==> src/rtl/fpu_wb_scheduler_if.sv <==
// rtl/fpu_wb_scheduler_if.sv - FP register-file writeback port bundle (pipeline, divider, decode, scoreboard).
interface fpu_wb_scheduler_if #(
  parameter int FLEN = 64
);
  logic            PipeWe;
  logic [4:0]      PipeAdr;
  logic [FLEN-1:0] PipeData;
  logic            DivValid;
  logic [4:0]      DivAdr;
  logic [FLEN-1:0] DivData;
  logic            DivReady;
  logic            DivIssue;
  logic [4:0]      DivIssueAdr;
  logic [2:0]      RdEn;
  logic [4:0]      Ra1;
  logic [4:0]      Ra2;
  logic [4:0]      Ra3;
  logic            DestEn;
  logic [4:0]      DestAdr;
  logic            we4;
  logic [4:0]      a4;
  logic [FLEN-1:0] wd4;
  logic            HazardStall;
  logic            StallPipe;
  logic [31:0]     Pending;

  modport slave (
    input  PipeWe, PipeAdr, PipeData,
    input  DivValid, DivAdr, DivData,
    output DivReady,
    input  DivIssue, DivIssueAdr,
    input  RdEn, Ra1, Ra2, Ra3, DestEn, DestAdr,
    output we4, a4, wd4,
    output HazardStall, StallPipe, Pending
  );

  modport master (
    output PipeWe, PipeAdr, PipeData,
    output DivValid, DivAdr, DivData,
    input  DivReady,
    output DivIssue, DivIssueAdr,
    output RdEn, Ra1, Ra2, Ra3, DestEn, DestAdr,
    input  we4, a4, wd4,
    input  HazardStall, StallPipe, Pending
  );
endinterface

==> src/rtl/fpu_wb_scheduler.sv <==
// rtl/fpu_wb_scheduler.sv - shares one FP regfile write port between W stage and divsqrt,
// tracks outstanding divider writes and forces pipeline bubbles when the divider starves.
module fpu_wb_scheduler #(
  parameter int FLEN    = 64,
  parameter int MAXWAIT = 4
) (
  input  logic                 clk,
  input  logic                 reset,
  fpu_wb_scheduler_if.slave    bus
);

  typedef enum logic [1:0] {
    S_IDLE  = 2'd0,
    S_WAIT  = 2'd1,
    S_FORCE = 2'd2
  } state_t;

  localparam logic [3:0] WAIT_LAST = 4'(MAXWAIT - 1);

  state_t      state_q, state_d;
  logic [3:0]  wait_cnt_q, wait_cnt_d;
  logic [31:0] pending_q, pending_d;
  logic        stall_pipe_q, stall_pipe_d;

  logic        div_ready;
  logic [31:0] set_mask;
  logic [31:0] clr_mask;
  logic        hazard;

  // The W stage cannot stall, so it always owns the port when it writes.
  assign div_ready    = bus.DivValid & ~bus.PipeWe;
  assign bus.DivReady = div_ready;
  assign bus.we4      = bus.PipeWe | bus.DivValid;
  assign bus.a4       = bus.PipeWe ? bus.PipeAdr  : (bus.DivValid ? bus.DivAdr  : 5'd0);
  assign bus.wd4      = bus.PipeWe ? bus.PipeData : (bus.DivValid ? bus.DivData : {FLEN{1'b0}});

  always_comb begin
    set_mask  = 32'd0;
    clr_mask  = 32'd0;
    if (bus.DivIssue) begin
      set_mask = 32'd1 << bus.DivIssueAdr;
    end
    if (div_ready) begin
      clr_mask = 32'd1 << bus.DivAdr;
    end
    // A re-issue to the register being retired keeps the bit set.
    pending_d = (pending_q & ~clr_mask) | set_mask;
  end

  always_comb begin
    hazard = (bus.RdEn[0] & pending_q[bus.Ra1])
           | (bus.RdEn[1] & pending_q[bus.Ra2])
           | (bus.RdEn[2] & pending_q[bus.Ra3])
           | (bus.DestEn  & pending_q[bus.DestAdr]);
  end

  assign bus.HazardStall = hazard & ~reset;
  assign bus.Pending     = pending_q;
  assign bus.StallPipe   = stall_pipe_q;

  always_comb begin
    state_d    = state_q;
    wait_cnt_d = wait_cnt_q;
    case (state_q)
      S_IDLE: begin
        if (bus.DivValid && !div_ready) begin
          state_d    = S_WAIT;
          wait_cnt_d = 4'd1;
        end else begin
          wait_cnt_d = 4'd0;
        end
      end
      S_WAIT: begin
        if (!bus.DivValid || div_ready) begin
          state_d    = S_IDLE;
          wait_cnt_d = 4'd0;
        end else if (wait_cnt_q >= WAIT_LAST) begin
          state_d = S_FORCE;
        end else begin
          wait_cnt_d = wait_cnt_q + 4'd1;
        end
      end
      S_FORCE: begin
        // Leaving on a dropped request too avoids stalling the pipe forever.
        if (!bus.DivValid || div_ready) begin
          state_d    = S_IDLE;
          wait_cnt_d = 4'd0;
        end
      end
      default: begin
        state_d    = S_IDLE;
        wait_cnt_d = 4'd0;
      end
    endcase
    stall_pipe_d = (state_d == S_FORCE);
  end

  always_ff @(posedge clk or posedge reset) begin
    if (reset) begin
      state_q      <= S_IDLE;
      wait_cnt_q   <= 4'd0;
      pending_q    <= 32'd0;
      stall_pipe_q <= 1'b0;
    end else begin
      state_q      <= state_d;
      wait_cnt_q   <= wait_cnt_d;
      pending_q    <= pending_d;
      stall_pipe_q <= stall_pipe_d;
    end
  end

endmodule

==> src/flat_wrapper.sv <==
// flat-port wrapper written by rule: the top's interface ports become plain ports
module fpu_wb_scheduler_flat 
#(
  parameter int FLEN    = 64,
  parameter int MAXWAIT = 4
)
  (clk, reset, bus_PipeWe, bus_PipeAdr, bus_PipeData, bus_DivValid, bus_DivAdr, bus_DivData, bus_DivReady, bus_DivIssue, bus_DivIssueAdr, bus_RdEn, bus_Ra1, bus_Ra2, bus_Ra3, bus_DestEn, bus_DestAdr, bus_we4, bus_a4, bus_wd4, bus_HazardStall, bus_StallPipe, bus_Pending);
  fpu_wb_scheduler_if #(.FLEN(FLEN)) bus_i ();
  input  logic clk;
  input  logic reset;
  input wire logic [$bits(bus_i.PipeWe)-1:0] bus_PipeWe;
  input wire logic [$bits(bus_i.PipeAdr)-1:0] bus_PipeAdr;
  input wire logic [$bits(bus_i.PipeData)-1:0] bus_PipeData;
  input wire logic [$bits(bus_i.DivValid)-1:0] bus_DivValid;
  input wire logic [$bits(bus_i.DivAdr)-1:0] bus_DivAdr;
  input wire logic [$bits(bus_i.DivData)-1:0] bus_DivData;
  output wire logic [$bits(bus_i.DivReady)-1:0] bus_DivReady;
  input wire logic [$bits(bus_i.DivIssue)-1:0] bus_DivIssue;
  input wire logic [$bits(bus_i.DivIssueAdr)-1:0] bus_DivIssueAdr;
  input wire logic [$bits(bus_i.RdEn)-1:0] bus_RdEn;
  input wire logic [$bits(bus_i.Ra1)-1:0] bus_Ra1;
  input wire logic [$bits(bus_i.Ra2)-1:0] bus_Ra2;
  input wire logic [$bits(bus_i.Ra3)-1:0] bus_Ra3;
  input wire logic [$bits(bus_i.DestEn)-1:0] bus_DestEn;
  input wire logic [$bits(bus_i.DestAdr)-1:0] bus_DestAdr;
  output wire logic [$bits(bus_i.we4)-1:0] bus_we4;
  output wire logic [$bits(bus_i.a4)-1:0] bus_a4;
  output wire logic [$bits(bus_i.wd4)-1:0] bus_wd4;
  output wire logic [$bits(bus_i.HazardStall)-1:0] bus_HazardStall;
  output wire logic [$bits(bus_i.StallPipe)-1:0] bus_StallPipe;
  output wire logic [$bits(bus_i.Pending)-1:0] bus_Pending;
  assign bus_i.PipeWe = bus_PipeWe;
  assign bus_i.PipeAdr = bus_PipeAdr;
  assign bus_i.PipeData = bus_PipeData;
  assign bus_i.DivValid = bus_DivValid;
  assign bus_i.DivAdr = bus_DivAdr;
  assign bus_i.DivData = bus_DivData;
  assign bus_DivReady = bus_i.DivReady;
  assign bus_i.DivIssue = bus_DivIssue;
  assign bus_i.DivIssueAdr = bus_DivIssueAdr;
  assign bus_i.RdEn = bus_RdEn;
  assign bus_i.Ra1 = bus_Ra1;
  assign bus_i.Ra2 = bus_Ra2;
  assign bus_i.Ra3 = bus_Ra3;
  assign bus_i.DestEn = bus_DestEn;
  assign bus_i.DestAdr = bus_DestAdr;
  assign bus_we4 = bus_i.we4;
  assign bus_a4 = bus_i.a4;
  assign bus_wd4 = bus_i.wd4;
  assign bus_HazardStall = bus_i.HazardStall;
  assign bus_StallPipe = bus_i.StallPipe;
  assign bus_Pending = bus_i.Pending;
  fpu_wb_scheduler #(.FLEN(FLEN), .MAXWAIT(MAXWAIT)) u_core (.clk(clk), .reset(reset), .bus(bus_i));
endmodule
==> config.mk <==
export PLATFORM = sky130hd
export DESIGN_NAME = fpu_wb_scheduler_flat
export DESIGN_NICKNAME = d
export VERILOG_FILES = /design/src/rtl/fpu_wb_scheduler_if.sv /design/src/rtl/fpu_wb_scheduler.sv /design/src/flat_wrapper.sv
export SDC_FILE = /design/constraint.sdc
export NUM_CORES = 1
export LEC_CHECK = 0
export ABC_AREA = 0
export CAP_MARGIN = 15
export CORE_MARGIN = 2
export CORE_UTILIZATION = 25
export CTS_CLUSTER_DIAMETER = 80
export CTS_CLUSTER_SIZE = 20
export DETAILED_ROUTE_END_ITERATION = 10
export GPL_ROUTABILITY_DRIVEN = 1
export GPL_TIMING_DRIVEN = 1
export SYNTH_ARGS = -nofsm -noshare
export SYNTH_HDL_FRONTEND = slang
export SYNTH_SLANG_ARGS = --single-unit
==> constraint.sdc <==
create_clock -name clk -period 3.5 [get_ports clk]
set_clock_uncertainty 0.2 [all_clocks]
set_input_delay 0.7 -clock clk [delete_from_list [all_inputs] [get_ports clk]]
set_output_delay 0.7 -clock clk [all_outputs]
set_load 0.1 [all_outputs]
==> metrics.cfg, run 1 <==
[placed_design]
hpwl_um = 14800
place_inst = 790
setup_slack_at_placement_ns = -0.369
numPortBuffers = 276
gpl.final_weighted_congestion = 0.896

[layout]
flow.area_growth_from_synthesis_pct = 117
finalNetCount = 795
final_layout_size_suffix_gt1_frac = 0.310
filler_cell_count = 1168
most_frequent_cells_in_the_layout = clkdlybuf4s50_1 (162), buf_12 (74), o21ai_0 (65), a22o_1 (59), buf_4 (54)
layout.cells.non_filler = 802
mostFrequentLayoutCell = clkdlybuf4s50_1

[setup_path]
critPathMaxFanout = 6
setup.worst_path.end_class = output port
worst-setup-path-type = input pin to output port
worst_path_arrival_time_ns = 2.51
worst_ep_required_time_ns = 2.60
crit_start_category = input pin

[sta]
transition_time_at_the_pin_with_the_least_slew_margin_ns = 0.495
post-route-min-period_ns = 3.41
unrepaired_setup_endpoints_after_global_routing = no
layout_worst_path_cycle_share = 0.975
timing.setup.tns_ns = 0
hold_viol = 0
clock.fmax_ghz = 0.293
relSlewSlack = 0.670
setup_violations = 0
timing.final.ws_setup_ns = 0.0892
timing.hold.ws_ns = 0.295
timing_max_transition_violations_final = 0

[route]
drtIter0Drc = 235
via_per_inst = 5.26
route.detailed.drc = 0
firstDrtPassIters = 5
route.detailed.wl_per_inst_um = 21.6
finalWirelength_um = 17300
drt.antenna.violating_nets = 0
via_count = 4218

[synth]
ys.warnings.count = 0
synth_seq_cells = 39
post_synth_inst_count = 343
syn_area_per_cell_um2 = 9.86
synth.lib_cells_used.distinct = 35
synth_nets = 516
post_synthesis_cell_area_um2 = 3380
synth_seq_area_share = 0.289

[run_status]
outcome = complete, no violations

[global_route]
first_global_vias = 4343
grt_antenna_before_repair = 5
grt_remaining_overflow = 0
grt_util_all_layers = 0.235
grt_first_pass_wirelength_um = 25800
grt_start_max_net_pins = 46

[clocking]
tritoncts = built
clockRootBuffer = clkbuf_16
clock_transition_at_the_registers_of_the_reported_paths_ns = 0.05
num_cts_buffers = 5
tritoncts_num_sinks = 39
worstSkewPairLatency_ns = 0.28
clock_tree.htree_level_count = 2
max-clock-path-buffers = 2

[power]
totalPowerFinal_uw = 3610
vdd_drop_max_v = 0.000176
total_leakage_power_uw = 0.00299
power.density_cell_area_nw_per_um2 = 492

[floorplan]
die_x_um = 120
placementRows = 42
initial_utilization = 0.255
die-height_um = 120
core_region_area_um2 = 13200
dieArea_um2 = 14500
io_pins = 277

[run]
maximum_capacitance_violations = 0

[min_path]
holdCritPathClass = register to register

per-stage QoR:
| stage | utilization | instance area (um^2) |
|---|---|---|
| floorplan | - | 3400 |
| global placement | 0.537 | 7110 |
| detailed placement | 0.537 | 7110 |
| CTS | 0.553 | 7330 |
| global route | 0.554 | 7330 |
| finish | 0.554 | 7340 |
worst paths after layout:
kind | start | slack, ns | to | cells past startpoint
max reg2reg | u_core.wait_cnt_q[0]$_DFFE_PP0P_ | 1.51 | u_core.wait_cnt_q[0]$_DFFE_PP0P_ | 6
min reg2reg | u_core.wait_cnt_q[3]$_DFFE_PP0P_ | 0.30 | u_core.wait_cnt_q[3]$_DFFE_PP0P_ | 1
min | u_core.wait_cnt_q[3]$_DFFE_PP0P_ | 0.30 | u_core.wait_cnt_q[3]$_DFFE_PP0P_ | 1
min in group asynchronous | reset | 0.71 | u_core.bus.Pending[17]$_DFF_PP0_ | 3
max | bus_Ra3[1] | 0.09 | bus_HazardStall | 7
max in group asynchronous | reset | 2.04 | u_core.bus.Pending[3]$_DFF_PP0_ | 3
cell families (layout without fill, tap and decap cells):
| logic type | Yosys count | in the layout | share of synthesized area |
|---|---|---|---|
| compound gates | 154 | 154 | 0.318 |
| fa+ha+maj | 1 | 1 | 0.00370 |
| buf+inv | 33 | 313 | 0.0400 |
| flops | 39 | 39 | 0.289 |
| mux | 46 | 46 | 0.243 |
| other cells | 0 | 3 | 0 |
| simple gates | 70 | 70 | 0.107 |
state kept, by name (all words and copies together) (netlist names):
| register | cells |
|---|---|
| u_core.bus.Pending | 32 |
| u_core.bus.StallPipe | 1 |
| u_core.wait_cnt_q | 4 |
| u_core.state_q | 2 |
final cells by class:
class                           instances  area, um^2  share of cell area
Antenna cell                            3        7.51             0.00102
Clock buffer                            6         129              0.0176
Clock inverter                          2        60.1             0.00818
Inverter                                3        11.3             0.00153
Multi-Input combinational cell        271        2320               0.316
Sequential cell                        39         976               0.133
Tap cell                              176         220              0.0300
Timing Repair Buffer                  302        3620               0.493
routing by layer:
| layer | routed length [um] | track usage |
|---|---|---|
| met2 | 9320 | 0.440 |
| met5 | 27 | 0 |
| met1 | 5860 | 0.244 |
| met3 | 1680 | 0.0802 |
| met4 | 451 | 0.0734 |
cells in the mapped netlist:
cell	instances	share of area
nand3b_1	2	0.0044
mux2_2	8	0.027
nor2_1	5	0.0056
buf_4	1	0.0022
o22ai_1	2	0.0037
a221o_1	2	0.0059
o21a_1	1	0.0022
or2_2	3	0.0056
ha_1	1	0.0037
o221ai_1	2	0.0052
a21o_1	1	0.0022
a211oi_1	1	0.0022
a41oi_1	1	0.0026
o41ai_1	1	0.0026
a2111oi_0	1	0.0026
o21ai_0	67	0.099
nand2b_1	9	0.017
mux2i_1	10	0.030
nand2_1	23	0.026
and2_1	1	0.0019
nand4b_1	2	0.0052
a31oi_1	2	0.0037
inv_1	3	0.0033
buf_1	3	0.0033
or3_1	1	0.0019
a22o_1	68	0.18
o22a_1	2	0.0052
buf_2	6	0.0089
a21oi_1	3	0.0044
dfrtp_1	39	0.29
mux4_2	28	0.19
clkbuf_1	20	0.022
nor2b_1	7	0.013
nand4_1	6	0.011
nand3_1	11	0.016
worst max-delay path: stages:
cell and delay [ns]:
dlygate4sd2_1 0.37, mux4_2 0.34, mux2_2 0.27, a221o_1 0.35
nand4_1 0.10, a41oi_2 0.16, buf_12 0.20
report_power, final:
part	leakage (uW)	total [uW]	internal, uW	switching, uW
clock	0.0000911	582	408	173
combinational	0.00242	2310	815	1490
sequential	0.000478	720	540	179
what timing repair did:
item | CTS | global route
buffers inserted | 1 | 0
resized for setup | 15 | 9
setup endpoints to repair | 1 | 1
pin swaps | 0 | 6
hold buffers | 0 | 0
Note: power is estimated with default switching activity, not from simulation.
==> run 2, diff against run 1 <==
--- a/config.mk
+++ b/config.mk
@@ -14,6 +14,7 @@
 export DETAILED_ROUTE_END_ITERATION = 10
 export GPL_ROUTABILITY_DRIVEN = 1
 export GPL_TIMING_DRIVEN = 1
+export MAX_ROUTING_LAYER = met4
 export SYNTH_ARGS = -nofsm -noshare
 export SYNTH_HDL_FRONTEND = slang
 export SYNTH_SLANG_ARGS = --single-unit
==> run 2 against run 1 <==
Against the previous run:
- sequential power is essentially flat
- worst hold slack better by 0.0069 ns
- die area is the same
- register-to-register slack better by 0.02 ns
- combinational power is essentially flat
- total power is 0.30% lower
- sequential cell count stayed put
- critical path type unchanged
==> metrics.cfg, run 2 (synthesis results as in run 1) <==
[setup_path]
worst_ep_required_time_ns = 2.60  ; about the same
setup.worst_path.end_class = output port  ; unchanged
worst_path_arrival_time_ns = 2.53  ; was 2.51 ns
max_stage_delay_ns = 0.37  ; about the same
worst-setup-path-type = input pin to output port  ; unchanged
crit_path_cell_trace = dlygate4sd2_1, mux4_2, mux2_2, a221o_1, nand4_1, a41oi_2, buf_12  ; unchanged
crit_start_category = input pin  ; unchanged
cp_slowest_cell = dlygate4sd2_1  ; unchanged
critPathMaxFanout = 6  ; unchanged

[placed_design]
numPortBuffers = 276  ; unchanged
setup_slack_at_placement_ns = -0.372  ; was -0.369 ns
hpwl_um = 14900  ; was 14800 um
gpl.final_weighted_congestion = 0.909  ; was 0.896
postPlaceCellArea_um2 = 7100  ; was 7110 um^2

[layout]
final_layout_size_suffix_gt1_frac = 0.308  ; was 0.310
flow.area_growth_from_synthesis_pct = 116  ; was 117%
finalNetCount = 793  ; was 795
filler_cell_count = 1185  ; was 1168
largest_register_ff_count = 32  ; unchanged
most_frequent_cells_in_the_layout = clkdlybuf4s50_1 (162), buf_12 (74), o21ai_0 (66), a22o_1 (59), buf_4 (53)  ; was clkdlybuf4s50_1 (162), buf_12 (74), o21ai_0 (65), a22o_1 (59), buf_4 (54)
mostFrequentLayoutCell = clkdlybuf4s50_1  ; unchanged
postLayoutCellArea_um2 = 7310  ; was 7340 um^2

[global_route]
grt_start_max_net_pins = 46  ; unchanged
grt_first_pass_wirelength_um = 25900  ; was 25800 um
grt_util_all_layers = 0.244  ; was 0.235
grt_antenna_before_repair = 4  ; was 5
first_global_vias = 4324  ; was 4343
grt_remaining_overflow = 0  ; unchanged

[sta]
clock.fmax_ghz = 0.292  ; was 0.293 GHz
post-route-min-period_ns = 3.43  ; was 3.41 ns
timing.hold.ws_ns = 0.302  ; was 0.295 ns
timing_max_transition_violations_final = 0  ; unchanged
hold_viol = 0  ; unchanged
relSlewSlack = 0.667  ; was 0.670
transition_time_at_the_pin_with_the_least_slew_margin_ns = 0.500  ; was 0.495 ns
unrepaired_setup_endpoints_after_global_routing = no  ; unchanged
setup_violations = 0  ; unchanged
layout_worst_path_cycle_share = 0.979  ; was 0.975
timing.final.ws_setup_ns = 0.0721  ; was 0.0892 ns

[route]
via_count = 4190  ; was 4218
via_per_inst = 5.22  ; was 5.26
route.detailed.wl_per_inst_um = 22.0  ; was 21.6 um
finalWirelength_um = 17600  ; was 17300 um
route.detailed.drc = 0  ; unchanged
firstDrtPassIters = 4  ; was 5
drtIter0Drc = 229  ; was 235
drt.antenna.violating_nets = 0  ; unchanged

[power]
power_switching_share = 0.512  ; was 0.511
sequentialPowerShare = 0.200  ; was 0.199
p_int_uw = 1760  ; about the same
totalPowerFinal_uw = 3600  ; was 3610 uW
total_leakage_power_uw = 0.00297  ; was 0.00299 uW
power.density_cell_area_nw_per_um2 = 492  ; about the same
net-switching-power_uw = 1840  ; about the same
vdd_drop_max_v = 0.000182  ; was 0.000176 V
power.combinational.fraction = 0.639  ; about the same
share_clk_of_total_power = 0.162  ; was 0.161

[clocking]
ctsHoldBuffers = 0  ; unchanged
worstSkewPairLatency_ns = 0.28  ; about the same
num_cts_buffers = 5  ; unchanged
clock_tree.htree_level_count = 2  ; unchanged
clockRootBuffer = clkbuf_16  ; unchanged
clock_transition_at_the_registers_of_the_reported_paths_ns = 0.05  ; about the same
max-clock-path-buffers = 2  ; unchanged
tritoncts = built  ; unchanged
tritoncts_num_sinks = 39  ; unchanged

[run_status]
outcome = complete, no violations  ; unchanged

[floorplan]
initial_utilization = 0.255  ; unchanged
dieArea_um2 = 14500  ; unchanged
die_x_um = 120  ; unchanged
placementRows = 42  ; unchanged
core_region_area_um2 = 13200  ; unchanged
io_pins = 277  ; unchanged
die-height_um = 120  ; unchanged

[min_path]
holdCritPathClass = register to register  ; unchanged

[run]
maximum_capacitance_violations = 0  ; unchanged

[run 2: metal layers]
layer,routed length [um],track usage,vias up
met2,9410,0.444,217
met5,0,-,-
met4,465,0.0792,0
li1,-,-,1947
met3,1710,0.0788,27
met1,6040,0.247,1999
[run 2: through the flow]
stage                     instances  TNS, ns   util
after detailed placement        789   -0.372  0.536
after global placement          789   -0.340  0.536
final                           802        0  0.552
after CTS                       797        0  0.551
after floorplan                 343   -0.104      -
after global routing            801        0  0.552
[run 2: final timing paths]
| path | start | endpoint | slack, ns | depth (start not counted) |
|---|---|---|---|---|
| worst min register to register | u_core.state_q[1]$_DFF_PP0_ | u_core.state_q[0]$_DFF_PP0_ | 0.30 | 1 |
| min in group asynchronous | reset | u_core.bus.Pending[18]$_DFF_PP0_ | 0.71 | 3 |
| worst min-delay path | u_core.state_q[1]$_DFF_PP0_ | u_core.state_q[0]$_DFF_PP0_ | 0.30 | 1 |
| worst max-delay path | bus_Ra1[1] | bus_HazardStall | 0.07 | 7 |
| max in group asynchronous | reset | u_core.state_q[1]$_DFF_PP0_ | 2.04 | 3 |
| worst max register to register | u_core.wait_cnt_q[0]$_DFFE_PP0P_ | u_core.wait_cnt_q[0]$_DFFE_PP0P_ | 1.53 | 6 |
[run 2: area by class of cell]
type | count | area, um^2 | area share
multi-input combinational | 271 | 2300 | 0.315
clock buffer | 6 | 129 | 0.0176
tap | 176 | 220 | 0.0301
clock inverter | 2 | 60.1 | 0.00822
inverter | 3 | 11.3 | 0.00154
timing repair buffer | 300 | 3590 | 0.492
antenna | 5 | 12.5 | 0.00171
sequential | 39 | 976 | 0.134
[run 2: worst max-delay path, delay by kind of cell]
family / cells / cell delay [ns]
and+or+nand+nor: 1 / 0.13
muxes: 2 / 0.61
buffers and inverters: 2 / 0.57
AOI/OAI and AO/OA: 2 / 0.51
[run 2: power by group through the flow]
stage / Combinational, uW / Sequential, uW / Clock, uW
2_1_floorplan: 889 / 1290 / 0
3_3_place_gp: 2280 / 718 / 0
3_5_place_dp: 2300 / 722 / 0
4_1_cts: 2300 / 714 / 587
5_1_grt: 2370 / 734 / 612
6_report: 2300 / 718 / 582
[run 2: timing repair]
| action | in CTS | in global routing |
|---|---|---|
| buffers inserted | 0 | 0 |
| pin swaps | 3 | 3 |
| gates resized for setup | 13 | 7 |
| hold endpoints to repair | 0 | 0 |
| setup endpoints to repair | 1 | 1 |
